===== src/rtl/leaky_relu_sched.sv =====
// Job controller for a bank of leaky_relu_child lanes: skews accepted rows diagonally
// onto the lanes, realigns the child returns into full rows and signals job completion.
module leaky_relu_sched #(
  parameter int LANES = 4,
  parameter int ROW_W = 8
) (
  input  logic                  clk,
  input  logic                  rst_n,
  input  logic                  cfg_we,
  input  logic [15:0]           cfg_leak_factor,
  input  logic                  start,
  input  logic [ROW_W-1:0]      num_rows,
  output logic                  busy,
  output logic                  done,
  input  logic                  in_valid,
  output logic                  in_ready,
  input  logic [16*LANES-1:0]   in_data,
  output logic [LANES-1:0]      lane_valid_out,
  output logic [16*LANES-1:0]   lane_data_out,
  output logic [15:0]           leak_factor_out,
  input  logic [LANES-1:0]      lane_valid_in,
  input  logic [16*LANES-1:0]   lane_data_in,
  output logic                  out_valid,
  output logic [16*LANES-1:0]   out_data,
  output logic                  err
);
  typedef enum logic [1:0] {IDLE, RUN, DRAIN, DONE} state_t;

  state_t               state_q;
  logic [ROW_W-1:0]     num_q, in_cnt_q, out_cnt_q;
  logic [ROW_W-1:0]     in_cnt_inc, out_cnt_inc;
  logic                 busy_q, done_q, in_ready_q, out_valid_q, err_q;
  logic [16*LANES-1:0]  out_data_q;
  logic [15:0]          leak_q;
  logic                 accept;
  logic [LANES-1:0]     dsk_v;
  logic [16*LANES-1:0]  dsk_d;

  assign accept      = in_valid && in_ready_q;
  assign in_cnt_inc  = in_cnt_q + 1'b1;
  assign out_cnt_inc = out_cnt_q + ROW_W'(out_valid_q);

  always_ff @(posedge clk or negedge rst_n) begin
    if (!rst_n) begin
      state_q    <= IDLE;
      num_q      <= '0;
      in_cnt_q   <= '0;
      out_cnt_q  <= '0;
      busy_q     <= 1'b0;
      done_q     <= 1'b0;
      in_ready_q <= 1'b0;
    end else begin
      done_q <= 1'b0;
      case (state_q)
        IDLE: if (start) begin
          num_q     <= num_rows;
          in_cnt_q  <= '0;
          out_cnt_q <= '0;
          if (num_rows == '0) begin
            state_q <= DONE;
            done_q  <= 1'b1;
          end else begin
            state_q    <= RUN;
            busy_q     <= 1'b1;
            in_ready_q <= 1'b1;
          end
        end
        RUN: begin
          out_cnt_q <= out_cnt_inc;
          if (accept) begin
            in_cnt_q <= in_cnt_inc;
            if (in_cnt_inc == num_q) begin
              state_q    <= DRAIN;
              in_ready_q <= 1'b0;
            end
          end
        end
        DRAIN: begin
          out_cnt_q <= out_cnt_inc;
          if (out_cnt_inc == num_q) begin
            state_q <= DONE;
            busy_q  <= 1'b0;
            done_q  <= 1'b1;
          end
        end
        default: state_q <= IDLE;
      endcase
    end
  end

  // The leak factor is frozen while a job is running.
  always_ff @(posedge clk or negedge rst_n) begin
    if (!rst_n)                leak_q <= '0;
    else if (cfg_we && !busy_q) leak_q <= cfg_leak_factor;
  end

  for (genvar gi = 0; gi < LANES; gi++) begin : g_lane
    localparam int K = LANES - 1 - gi;

    logic [gi:0] skv_q;
    logic [15:0] skd_q [0:gi];

    always_ff @(posedge clk or negedge rst_n) begin
      if (!rst_n) begin
        skv_q <= '0;
        for (int j = 0; j <= gi; j++) skd_q[j] <= '0;
      end else begin
        skv_q[0] <= accept;
        skd_q[0] <= accept ? in_data[16*gi +: 16] : 16'h0000;
        for (int j = 1; j <= gi; j++) begin
          skv_q[j] <= skv_q[j-1];
          skd_q[j] <= skd_q[j-1];
        end
      end
    end

    assign lane_valid_out[gi]        = skv_q[gi];
    assign lane_data_out[16*gi +: 16] = skd_q[gi];

    // Later lanes return later, so they need fewer realignment stages.
    if (K == 0) begin : g_pass
      assign dsk_v[gi]          = lane_valid_in[gi];
      assign dsk_d[16*gi +: 16] = lane_data_in[16*gi +: 16];
    end else begin : g_dly
      logic [K-1:0] dv_q;
      logic [15:0]  dd_q [0:K-1];

      always_ff @(posedge clk or negedge rst_n) begin
        if (!rst_n) begin
          dv_q <= '0;
          for (int j = 0; j < K; j++) dd_q[j] <= '0;
        end else begin
          dv_q[0] <= lane_valid_in[gi];
          dd_q[0] <= lane_data_in[16*gi +: 16];
          for (int j = 1; j < K; j++) begin
            dv_q[j] <= dv_q[j-1];
            dd_q[j] <= dd_q[j-1];
          end
        end
      end

      assign dsk_v[gi]          = dv_q[K-1];
      assign dsk_d[16*gi +: 16] = dd_q[K-1];
    end
  end

  always_ff @(posedge clk or negedge rst_n) begin
    if (!rst_n) begin
      out_valid_q <= 1'b0;
      out_data_q  <= '0;
      err_q       <= 1'b0;
    end else begin
      out_valid_q <= dsk_v[0];
      out_data_q  <= dsk_v[0] ? dsk_d : '0;
      if (dsk_v != {LANES{dsk_v[0]}}) err_q <= 1'b1;
    end
  end

  assign busy            = busy_q;
  assign done            = done_q;
  assign in_ready        = in_ready_q;
  assign leak_factor_out = leak_q;
  assign out_valid       = out_valid_q;
  assign out_data        = out_data_q;
  assign err             = err_q;
endmodule


===== config.mk =====
export PLATFORM = sky130hd
export DESIGN_NAME = leaky_relu_sched
export DESIGN_NICKNAME = d
export VERILOG_FILES = /design/src/rtl/leaky_relu_sched.sv
export SDC_FILE = /design/constraint.sdc
export NUM_CORES = 1
export LEC_CHECK = 0
export CAP_MARGIN = 0
export CORE_MARGIN = 10
export CORE_UTILIZATION = 25
export DETAILED_ROUTE_END_ITERATION = 10
export PLACE_DENSITY = 0.51
export SLEW_MARGIN = 15
export SYNTH_ARGS = -nofsm -noshare
export SYNTH_HDL_FRONTEND = slang
export SYNTH_SLANG_ARGS = --single-unit
export TNS_END_PERCENT = 100

===== constraint.sdc =====
create_clock -name clk -period 3.5 [get_ports clk]
set_clock_uncertainty 0.2 [all_clocks]
set_input_delay 0.7 -clock clk [delete_from_list [all_inputs] [get_ports clk]]
set_output_delay 0.7 -clock clk [all_outputs]
set_load 0.05 [all_outputs]

==> flow_summary.yaml <==
worst_hold_path:
  min_from: "g_lane[2].skd_q[22]"
  hold_path.class: "reg -> reg"
  hold_depth: 0
critical_path:
  crit_type: "reg -> out"
  r2r.worst_path.cells: 9
  cp_max_fo: 6
  critPathMaxStageDelay_ns: 0.85
  crit_start: "in_ready"
  cp.arrival_ns: 1.83
  crit_path_top_delay_cell: "clkdlybuf4s50_1"
  cp-end-kind: "output pin"
  start_kind: "register"
  path_depth: 1
  critical-path-top-delay-family: "buffers and inverters"
  worstPathRequired_ns: 2.60
  worst-path-buf-inv: 1
  worst_r2r_startpoint: "out_valid"
  path_cells: "clkdlybuf4s50_1"
floorplan:
  die_h_um: 240.6
  row_count: 80
  die-area_um2: 57860
  core_area_um2: 47950
  io_pins: 314
  die_x_um: 240.6
  start_util_pct: 25.36
clock_tree:
  htree_levels: 2
  cts.path.max_buffers: 3
  root_buffer: "clkbuf_16"
  cts_num_sinks: 377
  clk_pin_slew_worst_paths_ns: 0.06
  insertion_delay_ns: 0.55
  cts_buffers: 41
  cts_resized: 0
  cts_tree: "built"
run_status:
  run_status: "complete, no violations"
sta:
  rsz0062_at_grt: "no"
  setup_viol: 0
  worst_pin_slew_ns: 0.6792
  fmax_ghz: 0.3666
  fin_crit_ns: 2.728
  timing.hold.ws_ns: 0.1404
  slew_violations: 0
  relSlewSlack_pct: 54.72
  fin_tns_setup_ns: 0
  fin_crit_sh_pct: 77.93
  hold_viol_final: 0
grt:
  grt_start_max_net_pins: 86
  globalRouteOverflowTotal: 0
  grt_pass1_vias: 7162
  track_usage_pct: 10.22
  grt_pass1_wl_um: 45290
  grt_antenna_before_repair: 2
detailed_routing:
  detail-route-antenna-nets: 0
  num_vias: 6749
  routed_wl_um: 29920
  drcViolationCount: 0
  first_pass_iters: 4
  viasPerCell: 3.944
  drt_iter0_drc: 317
  avgRoutedWirePerCell_um: 17.49
pwr:
  switching_share_pct: 23.00
  cellLeakagePower_uw: 0.007955
  powerDensity_nw_per_um2: 577.2
  power.switching_uw: 2260
  seqPwrFrac_pct: 46.8
  clkPwrFrac_pct: 44.4
  ir_drop_mv: 0.2881
  intPower_uw: 7566
  comb_power_share_pct: 8.8
logic_synthesis:
  yosys.area.top_type: "dfrtp_1"
  ys_ff_latch: 377
  netlist_area_um2: 12160
  syn_inst: 778
  synthArstFlopShare_pct: 100.0
  synth_top_cell_area_share_pct: 77.58
  synth_edf_count: 0
  syn_area_per_cell_um2: 15.63
  yosysUniqueCellTypes: 46
  synthTopCellsByArea: "dfrtp_1, and3_1, and2_1, buf_4, mux2_2"
  synthFlopType: "dfrtp_1"
  syn_nets: 946
  ys_warn_count: 0
  yosysSeqAreaShare_pct: 77.58
final_layout:
  area.growth.synth_to_final_pct: 39.97
  nNetsFinal: 1234
  drive_gt1_share_pct: 10.05
  fillers: 4626
place:
  routabilityCongestion: 0.7500
  portBuffers: 313
  dp_hpwl_um: 21210
flow_run:
  maxCapViolations: 0
registers in the layout, summed over array words and instances, names as in the netlist, 2 cells and up:
signal             count
g_lane.g_dly.dd_q     64
in_cnt_q               8
num_q                  8
state_q                2
g_lane.skd_q         112
lane_data_out         48
out_data              64
dsk_d                 32
g_lane.skv_q           4
g_lane.g_dly.dv_q      6
leak_factor_out       16
out_cnt_q              8
repair_timing:
| action | CTS | global route |
|---|---|---|
| endpoints found under the hold margin | 49 | 0 |
| hold buffers | 1 | 0 |
| endpoints found under the setup margin | 0 | 0 |
| setup buffers | 0 | 0 |
cells by family (layout without fill, tap and decap cells):
kind of cell    after synthesis  after routing  share of synthesized area (%)
xor+xnor                     20             20                          1.440
compound gates               44             44                          2.542
fa+ha+maj                     7              7                         0.7202
buf+inv                      93            410                          5.000
other cells                   0              1                              0
simple gates                208            208                          10.00
flops                       377            377                          77.58
mux                          29             29                          2.716
synthesized netlist by cell type (2+ instances only):
library cell  number
a21o_1             7
xnor2_1           13
and2_1            64
nand2b_1           2
nand3_1            7
clkbuf_1          28
bufbuf_16          2
nor2b_1            3
nand2_1           32
nor2_1             9
buf_2              2
and3_1            65
o31ai_1            3
dfrtp_1          377
or3_1              2
ha_1               7
o21ai_0           14
a22o_1             9
nor3_1             7
inv_1              9
buf_4             51
nand4_1            4
a21oi_1            2
mux2_2            28
xor2_1             7
or4_1              2
nor4_1             2
nor3b_1            2
placed cells by master (no fill, tap or decap), types with 9 or more instances in the layout:
cell	Yosys	layout
clkbuf_16	0	42
buf_4	51	12
o21ai_0	14	14
and2_1	64	64
dfrtp_1	377	376
a22o_1	9	9
mux2_2	28	28
and3_1	65	65
clkdlybuf4s50_1	0	311
xnor2_1	13	13
inv_1	9	9
clkbuf_1	28	13
nor2_1	9	9
nand2_1	32	32
layer usage:
metal	vias to the layer above	GRT usage, %	part of all wire (%)
met2	159	18.30	54
met1	3461	11.40	37
met5	-	0	0
met4	0	3.700	2.6
met3	46	2.852	6.0
li1	3083	-	-
power by group through the flow:
stage / Combinational (uW) / Sequential (uW) / Clock [uW]
CTS: 893 / 4600 / 4520
global route: 940 / 4620 / 4700
global placement: 877 / 4670 / 0
floorplan: 254 / 4840 / 0
detailed placement: 891 / 4680 / 0
finish: 869 / 4600 / 4360
worst paths after layout:
path,end,slack [ns]
setup reg to reg,state_q[1],0.79
hold / removal,lane_data_out[38],0.14
setup / recovery,in_ready,0.77
min in group asynchronous,g_lane[0].g_dly.dd_q[27],0.55
max in group asynchronous,g_lane[2].g_dly.dd_q[3],1.70
hold reg to reg,lane_data_out[38],0.14
layout make-up:
class,instances,area (um2),area share [%]
clock buffers,62,1196,7.027
well taps,615,769.5,4.521
clock inverters,10,172.7,1.014
inverters,9,33.78,0.1985
repair buffers,329,3293,19.35
diodes,1,2.502,0.01470
multi-input cells,308,2118,12.44
flip-flops and latches,377,9435,55.43
through the flow:
stage | instance area, um2 | power (uW) | cells | worst slack [ns] | util (%)
3_5_place_dp | 15640 | 5567 | 1637 | 0.6710 | 32.62
3_3_place_gp | 15640 | 5547 | 1637 | 0.7171 | 32.62
2_1_floorplan | 12160 | 5095 | 778 | 0.7279 | -
5_1_grt | 17020 | 10260 | 1711 | 0.6361 | 35.50
6_report | 17020 | 9825 | 1711 | 0.7724 | 35.50
4_1_cts | 17020 | 10020 | 1710 | 0.6682 | 35.50
Note: power is estimated with default switching activity, not from simulation.
